===== config.mk =====
export PLATFORM = sky130hd
export DESIGN_NAME = register_shadow_stack
export DESIGN_NICKNAME = d
export VERILOG_FILES = /design/src/rtl/register_shadow_pkg.sv /design/src/rtl/register_shadow_entry.sv /design/src/rtl/register_shadow_stack.sv
export SDC_FILE = /design/constraint.sdc
export NUM_CORES = 1
export LEC_CHECK = 0
export BUFFER_PORTS_ARGS = -buffer_cell sky130_fd_sc_hd__buf_2
export CAP_MARGIN = 0
export CORE_ASPECT_RATIO = 0.75
export CORE_UTILIZATION = 45
export DETAILED_ROUTE_END_ITERATION = 6
export PLACE_DENSITY = 0.67
export SLEW_MARGIN = 15
export SYNTH_ARGS = -nofsm -noshare
export SYNTH_HDL_FRONTEND = slang
export SYNTH_SLANG_ARGS = --single-unit

===== constraint.sdc =====
create_clock -name Clk -period 7.2 [get_ports Clk]
set_input_delay 0.72 -clock Clk [delete_from_list [all_inputs] [get_ports Clk]]
set_output_delay 0.72 -clock Clk [all_outputs]
set_load 0.02 [all_outputs]

===== src/rtl/register_shadow_pkg.sv =====
// ---------------------------------------------------------------------------
// register_shadow_pkg
// Shared definitions for the register shadow stack.
//   SHADOW_RESET        : reset/cleared value of one active-low byte (logical 0)
//   DEFAULT_DEPTH       : default number of shadow banks
//   shadow_entry_t      : one 24-bit active-low bank entry, packed as {a, b, c}
//   SHADOW_ENTRY_RESET  : a whole entry at its reset/cleared value
// ---------------------------------------------------------------------------
package register_shadow_pkg;

    localparam logic [7:0] SHADOW_RESET  = 8'hFF;
    localparam int         DEFAULT_DEPTH = 4;

    typedef struct packed {
        logic [7:0] a;
        logic [7:0] b;
        logic [7:0] c;
    } shadow_entry_t;

    localparam shadow_entry_t SHADOW_ENTRY_RESET = '{
        a: SHADOW_RESET,
        b: SHADOW_RESET,
        c: SHADOW_RESET
    };

endpackage


===== src/rtl/register_shadow_entry.sv =====
// ---------------------------------------------------------------------------
// register_shadow_entry
// One shadow bank: a 24-bit active-low {A, B, C} register.
//   clk_i  : clock, rising edge
//   rst_i  : asynchronous active-high reset, loads SHADOW_ENTRY_RESET
//   we_i   : capture d_i on the edge
//   clr_i  : synchronous clear to SHADOW_ENTRY_RESET
//   d_i    : captured value (active-low working registers)
//   q_o    : stored value
// ---------------------------------------------------------------------------
module register_shadow_entry
    import register_shadow_pkg::*;
(
    input  logic          clk_i,
    input  logic          rst_i,
    input  logic          we_i,
    input  logic          clr_i,
    input  shadow_entry_t d_i,
    output shadow_entry_t q_o
);

    shadow_entry_t entry_q;
    shadow_entry_t entry_d;

    // The top never writes and clears the same bank on one edge (a capture
    // targets the current level, a clear targets the next one), so the
    // priority here only matters for standalone reuse: capture wins.
    always_comb begin
        entry_d = entry_q;
        if (we_i) begin
            entry_d = d_i;
        end else if (clr_i) begin
            entry_d = SHADOW_ENTRY_RESET;
        end
    end

    always_ff @(posedge clk_i or posedge rst_i) begin
        if (rst_i) begin
            entry_q <= SHADOW_ENTRY_RESET;
        end else begin
            entry_q <= entry_d;
        end
    end

    assign q_o = entry_q;

endmodule


===== src/rtl/register_shadow_stack.sv =====
// ---------------------------------------------------------------------------
// register_shadow_stack
// Shadow-side partner of the A/B/C working registers. On PR_Ex the current
// bank captures the working registers while those registers load the
// (pre-edge) shadow outputs, giving a true swap. DEPTH banks selected by a
// level pointer let nested contexts each keep their own shadow set.
//   Clk, Rst               : clock / asynchronous active-high reset
//   notA, notB, notC       : working registers, active-low
//   PR_Ex                  : exchange strobe
//   PR_Push, PR_Pop        : open a new level / return to the previous one
//   ClrErr                 : clears the sticky error flags
//   notShadowA/B/C         : active bank contents, active-low, registered
//   Level, Empty, Full     : level pointer and its limits
//   Overflow, Underflow    : sticky push-while-Full / pop-while-Empty
// ---------------------------------------------------------------------------
module register_shadow_stack
    import register_shadow_pkg::*;
#(
    parameter int DEPTH = DEFAULT_DEPTH,
    parameter int LW    = $clog2(DEPTH)
) (
    input  logic          Clk,
    input  logic          Rst,
    input  logic [7:0]    notA,
    input  logic [7:0]    notB,
    input  logic [7:0]    notC,
    input  logic          PR_Ex,
    input  logic          PR_Push,
    input  logic          PR_Pop,
    input  logic          ClrErr,
    output logic [7:0]    notShadowA,
    output logic [7:0]    notShadowB,
    output logic [7:0]    notShadowC,
    output logic [LW-1:0] Level,
    output logic          Empty,
    output logic          Full,
    output logic          Overflow,
    output logic          Underflow
);

    logic [LW-1:0] level_q;
    logic [LW-1:0] level_d;
    logic          overflow_q;
    logic          overflow_d;
    logic          underflow_q;
    logic          underflow_d;

    logic          empty;
    logic          full;
    logic          push_only;
    logic          pop_only;
    logic          push_ok;
    logic          pop_ok;
    logic [LW-1:0] level_next_up;

    shadow_entry_t capture;
    shadow_entry_t bank_q [DEPTH];

    assign empty         = (level_q == '0);
    assign full          = (level_q == LW'(DEPTH - 1));
    // Push and Pop together cancel: no movement, no clear, no error.
    assign push_only     = PR_Push & ~PR_Pop;
    assign pop_only      = PR_Pop & ~PR_Push;
    assign push_ok       = push_only & ~full;
    assign pop_ok        = pop_only & ~empty;
    assign level_next_up = level_q + LW'(1);

    assign capture = '{a: notA, b: notB, c: notC};

    // Capture always lands in the bank selected before the edge, so Ex
    // combined with Push/Pop stores into the old level and then moves.
    for (genvar gi = 0; gi < DEPTH; gi++) begin : g_bank
        register_shadow_entry u_entry (
            .clk_i (Clk),
            .rst_i (Rst),
            .we_i  (PR_Ex && (level_q == LW'(gi))),
            .clr_i (push_ok && (level_next_up == LW'(gi))),
            .d_i   (capture),
            .q_o   (bank_q[gi])
        );
    end

    always_comb begin
        level_d = level_q;
        if (push_ok) begin
            level_d = level_next_up;
        end else if (pop_ok) begin
            level_d = level_q - LW'(1);
        end
    end

    // A fresh error in the ClrErr cycle takes precedence over the clear.
    always_comb begin
        overflow_d  = overflow_q;
        underflow_d = underflow_q;
        if (ClrErr) begin
            overflow_d  = 1'b0;
            underflow_d = 1'b0;
        end
        if (push_only && full) begin
            overflow_d = 1'b1;
        end
        if (pop_only && empty) begin
            underflow_d = 1'b1;
        end
    end

    always_ff @(posedge Clk or posedge Rst) begin
        if (Rst) begin
            level_q     <= '0;
            overflow_q  <= 1'b0;
            underflow_q <= 1'b0;
        end else begin
            level_q     <= level_d;
            overflow_q  <= overflow_d;
            underflow_q <= underflow_d;
        end
    end

    // Outputs come from registered state only; the working registers
    // sample these pre-edge values during an exchange.
    assign notShadowA = bank_q[level_q].a;
    assign notShadowB = bank_q[level_q].b;
    assign notShadowC = bank_q[level_q].c;
    assign Level      = level_q;
    assign Empty      = empty;
    assign Full       = full;
    assign Overflow   = overflow_q;
    assign Underflow  = underflow_q;

endmodule


# Word-level counts from Yosys, hierarchy flattened
# Cells that the tools add are included.
[word_totals] reg_bits=100 input_bits=30 output_inout_bits=30 wordCells=68
[op_classes] n_addsub=2 n_lt_le_gt_ge=1 n_eq_ne=6 n_mux=16 bitwise=9 n_reduce_logical=19
[ops] cell="$mux W24" n=10
[ops] cell="$bmux W24 S2" n=1
[ops] cell="$reduce_bool A2 Y1" n=7
[ops] cell="$logic_and A1 B1 Y1" n=10
[ops] cell="$eq A2 B2 Y1 const B" n=4
[ops] cell="$and A1 B1 Y1" n=4
[ops] cell="$eq A2 B1 Y1 const B" n=2
[ops] cell="$logic_not A2 Y1" n=2
[ops] cell="$mux W2" n=2
[ops] cell="$not A1 Y1" n=4
[ops] cell="$ge A3 B3 Y1 const B" n=1
[ops] cell="$mux W1" n=3
[ops] cell="$not A2 Y3" n=1
[ops] cell="$add A2 B1 Y2 const B" n=1
[ops] cell="$sub A2 B1 Y2 const B" n=1

# Depth between registers and ports, before layout
[logic_depth] ltp_word=6 ltp_mapped=7 ltp_nobuf=5

# By module
# A second synthesis with hierarchy kept.
[unflattened] hier_cells=484 hier_area_um2=5183.7
[modules_own_cells] mod="register_shadow_entry" instances=4 cells_each=104 area_per_inst_um2=1054.8 seq_area_each_um2=630.6
[modules_own_cells] mod="register_shadow_stack" instances=1 cells_each=68 area_per_inst_um2=964.7 seq_area_each_um2=100.1

# Worst setup path before layout
# OpenSTA, ideal clock, no wires.
[synth_path] path_type="register to output" startpoint="register level_q[0], in the netlist Level[0]" endpoint="output port notShadowA[0]" t_arrival_ps=1497 t_required_ps=6480 path_slack_ps=4983 stages_incl_launch_ff=4 n_path_buf=2 path_cell_list="dfrtp_1 -> buf_4 -> buf_6 -> mux4_2"
[synth_via] elab_chain_len=4
[synth_lines] element="start, declared" line_no="register_shadow_stack.sv:41" text="logic [LW-1:0] level_q;"
[synth_lines] element="start signal, assigned" line_no="register_shadow_stack.sv:114" text="level_q <= level_d;"
[synth_lines] element="$not A2 Y3 (not written as such)" line_no="register_shadow_stack.sv:122" text="assign notShadowA = bank_q[level_q].a;"
[synth_lines] element="$bmux W24 S2" line_no="register_shadow_stack.sv:122"
[synth_lines] element="$mux W24 (2 in series)"
[synth_lines] element="end, declared" line_no="register_shadow_stack.sv:31" text="output logic [7:0] notShadowA,"
# No other way between the ends. The select of a mux whose other input is x is not followed.

# Worst setup path after layout
[layout_path] startpoint="register level_q[0], in the netlist Level[0]" endpoint="output port notShadowA[6]"
# Same word-level chain as after synthesis.

==> impl_metrics.prom <==
# TYPE chip_impl_metric gauge
chip_impl_info{name="status",value="completed"} 1
chip_impl_metric{name="placedCellCount",unit=""} 442
chip_impl_metric{name="grt_first_pass_wirelength",unit="mm"} 15.75
chip_impl_metric{name="insertion_delay",unit="ns"} 0.34
chip_impl_metric{name="layoutNonFillerInstCount",unit=""} 458
chip_impl_metric{name="final_layout_setup_total_negative_slack",unit="ns"} 0
chip_impl_metric{name="globalplace.congestion",unit=""} 0.6628
chip_impl_metric{name="routed-via-count",unit=""} 2729
chip_impl_metric{name="detailedRoute.firstIterationViolations",unit=""} 146
chip_impl_metric{name="synthesis.area",unit="µm²"} 4430
chip_impl_metric{name="routed_wl",unit="mm"} 9.847
chip_impl_metric{name="design.final.nets",unit=""} 361
chip_impl_metric{name="hold_violations",unit=""} 0
chip_impl_metric{name="power.ir.vdd_worst",unit="mV"} 0.2370
chip_impl_metric{name="synth.lib_cells_used.distinct",unit=""} 20
chip_impl_metric{name="slew_headroom",unit=""} 0.2454
chip_impl_metric{name="cts_hold_buffers",unit=""} 0
chip_impl_info{name="crit_type",value="reg2out"} 1
chip_impl_metric{name="post_synth.cell_area_avg",unit="µm²"} 15.99
chip_impl_metric{name="ant_nets",unit=""} 0
chip_impl_metric{name="cts.htree.levels",unit=""} 3
chip_impl_metric{name="cts_post_setup_buffers_inserted",unit=""} 0
chip_impl_info{name="clock_tree_from_tritoncts",value="built"} 1
chip_impl_metric{name="drt_first_pass_iters",unit=""} 4
chip_impl_metric{name="synth.yosys.seq_area_share",unit=""} 0.5919
chip_impl_metric{name="cp_max_fo",unit=""} 30
chip_impl_metric{name="finalClockSkew",unit="ns"} 0.008639
chip_impl_metric{name="critPathRequiredTime",unit="ns"} 6.48
chip_impl_metric{name="met3_wirelength",unit="µm"} 495
chip_impl_metric{name="multi_input_area",unit="µm²"} 1605
chip_impl_metric{name="power_consumption",unit="µW"} 2728
chip_impl_metric{name="top_level_ports",unit=""} 60
chip_impl_metric{name="die_area",unit="µm²"} 10250
chip_impl_info{name="worstHoldPathType",value="in2async"} 1
chip_impl_info{name="critical_path.endpoint_type",value="output pin"} 1
chip_impl_metric{name="ys_warn_count",unit=""} 0
chip_impl_metric{name="total_leakage_power",unit="µW"} 0.001894
chip_impl_metric{name="clock_tree.buffer_depth",unit=""} 2
chip_impl_metric{name="grt_start_max_net_pins",unit=""} 66
chip_impl_metric{name="tightest_slew",unit="ns"} 1.129
chip_impl_metric{name="nFillCells",unit=""} 824
chip_impl_metric{name="width_of_the_die",unit="µm"} 116.6
chip_impl_metric{name="grt_antenna_before_repair",unit=""} 0
chip_impl_metric{name="routedWlPerCell",unit="µm"} 21.50
chip_impl_info{name="setup.worst_path.start_class",value="register"} 1
chip_impl_metric{name="cp.arrival",unit="ns"} 2.13
chip_impl_metric{name="number_of_gates_resized_after_cts",unit=""} 0
chip_impl_metric{name="met1_length",unit="mm"} 4.536
chip_impl_info{name="top_cells_by_area_synth",value="dfstp_2 (57%), o22a_1 (19%), mux4_2 (12%)"} 1
chip_impl_metric{name="areaGrowthSynthToFinish",unit="%"} 13.70
chip_impl_metric{name="post_synth_inst_count",unit=""} 277
chip_impl_metric{name="detailed_place_hpwl",unit="mm"} 5.823
chip_impl_metric{name="grt.total_usage",unit=""} 0.2121
chip_impl_metric{name="met2RoutedLength",unit="mm"} 4.777
chip_impl_info{name="topRoutingLayerUsed",value="met4"} 1
chip_impl_metric{name="synth-seq-cells",unit=""} 100
chip_impl_metric{name="floorplan.initialDensity",unit=""} 0.4759
chip_impl_info{name="layout_common_cells",value="o22a_1 (96), dfstp_2 (96), buf_2 (59)"} 1
chip_impl_metric{name="drive_above_1_share",unit=""} 0.6152
chip_impl_metric{name="core-area",unit="µm²"} 9309
chip_impl_info{name="clock-root-buffer",value="clkbuf_16"} 1
chip_impl_metric{name="buffer_ports.inserted",unit=""} 59
chip_impl_metric{name="final_period_minus_worst_setup_slack",unit="ns"} 2.845
chip_impl_metric{name="cts.sinks",unit=""} 100
chip_impl_metric{name="mappedNetlistNets",unit=""} 313
chip_impl_metric{name="final-seq-area",unit="µm²"} 2624
chip_impl_metric{name="cts-buffers-inserted",unit=""} 9
chip_impl_metric{name="clk_slew_on_worst_s_h_paths",unit="ns"} 0.06
chip_impl_metric{name="post-route-period-util",unit=""} 0.3951
chip_impl_metric{name="pwr_density_cell",unit="nW/µm²"} 541.6
chip_impl_metric{name="drv_cap",unit=""} 0
chip_impl_info{name="post-synth-top-area-cell",value="dfstp_2"} 1
chip_impl_metric{name="synth_top_cell_area_share",unit=""} 0.5693
chip_impl_metric{name="routed_via_density",unit=""} 5.959
chip_impl_metric{name="number_of_global_route_vias_before_repair",unit=""} 2842
chip_impl_metric{name="setup_viol",unit=""} 0
chip_impl_metric{name="residual_drc",unit=""} 0
chip_impl_metric{name="max_freq",unit="MHz"} 351.5
chip_impl_metric{name="num_antenna_cells",unit=""} 0
chip_impl_metric{name="rows",unit=""} 30
chip_impl_metric{name="fp.dieH",unit="µm"} 87.93
chip_impl_metric{name="report.final.slew_viol_count",unit=""} 0
chip_impl_metric{name="grt_overflow_total",unit=""} 0
chip_impl_info{name="rsz0062_at_grt",value="no"} 1
-- power by group --
group	leakage [µW]	internal, µW	total (µW)	switching (µW)
Clock	0.000159	312	506	194
Sequential	0.00106	989	1170	182
Combinational	0.000673	508	1050	542
Total	0.00189	1810	2730	918
-- critical path: stages, from the launching register on --
cell and delay (ns):
dfrtp_2 0.97, mux4_2 0.62, buf_2 0.18
-- registers in the layout (all words and copies together) (netlist names) --
register            flops
Level                   2
Overflow                1
Underflow               1
g_bank.u_entry.q_o     96
-- final timing paths --
path                                                start  slack [ns]  cells past startpoint                   endpoint
worst max-delay path                             Level[0]        4.35                      2              notShadowA[6]
worst min-delay path                                  Rst        0.45                      2                  Underflow
worst max register to register                   Level[0]        4.62                      3  g_bank[3].u_entry.q_o[22]
worst min register to register  g_bank[1].u_entry.q_o[11]        0.51                      1  g_bank[1].u_entry.q_o[11]
max in group asynchronous                             Rst        5.56                      3                   Level[1]
min in group Clk                g_bank[1].u_entry.q_o[11]        0.51                      1  g_bank[1].u_entry.q_o[11]
-- metal layers --
metal,vias to the layer above,GRT usage
met5,-,0
met4,0,0.05524
met3,4,0.05467
met2,82,0.3378
met1,1441,0.2924
li1,1202,-
-- synthesized netlist by cell type, drive strengths merged --
cell type and instances:
o21ai 5, ha 6, inv 5, nand3b 2
mux4 24, nor2 1, nand2b 1, xnor2 1
dfstp 96, buf 16, clkbuf 8, nor3b 1
a21oi 2, a221o 1, dfrtp 4, nand2 4
o22a 96, a32o 4
-- metrics by stage --
stage	area, µm²	utilization	worst slack, ns	hold slack, ns
after floorplan	4431	-	4.020	0.4951
after global placement	4720	0.5070	4.661	0.4992
after detailed placement	4720	0.5070	4.596	0.5050
after CTS	5037	0.5411	4.293	0.4493
after global routing	5037	0.5411	4.227	0.4859
final	5037	0.5411	4.355	0.4484
-- area by class of cell --
cell class                 count  share of cell area
clock inverter                 5             0.01490
timing repair buffer          61             0.06160
sequential                   100              0.5209
clock buffer                  11             0.04819
inverter                       5            0.003974
tap                          128             0.03179
multi-input combinational    148              0.3187
-- cell families after synthesis --
family          share of synthesized area
mux                                0.1220
buf+inv                           0.04575
flops                              0.5919
fa+ha+maj                         0.01694
simple gates                      0.01130
xor+xnor                         0.001977
compound gates                     0.2101
Note: power is estimated with default switching activity, not from simulation.
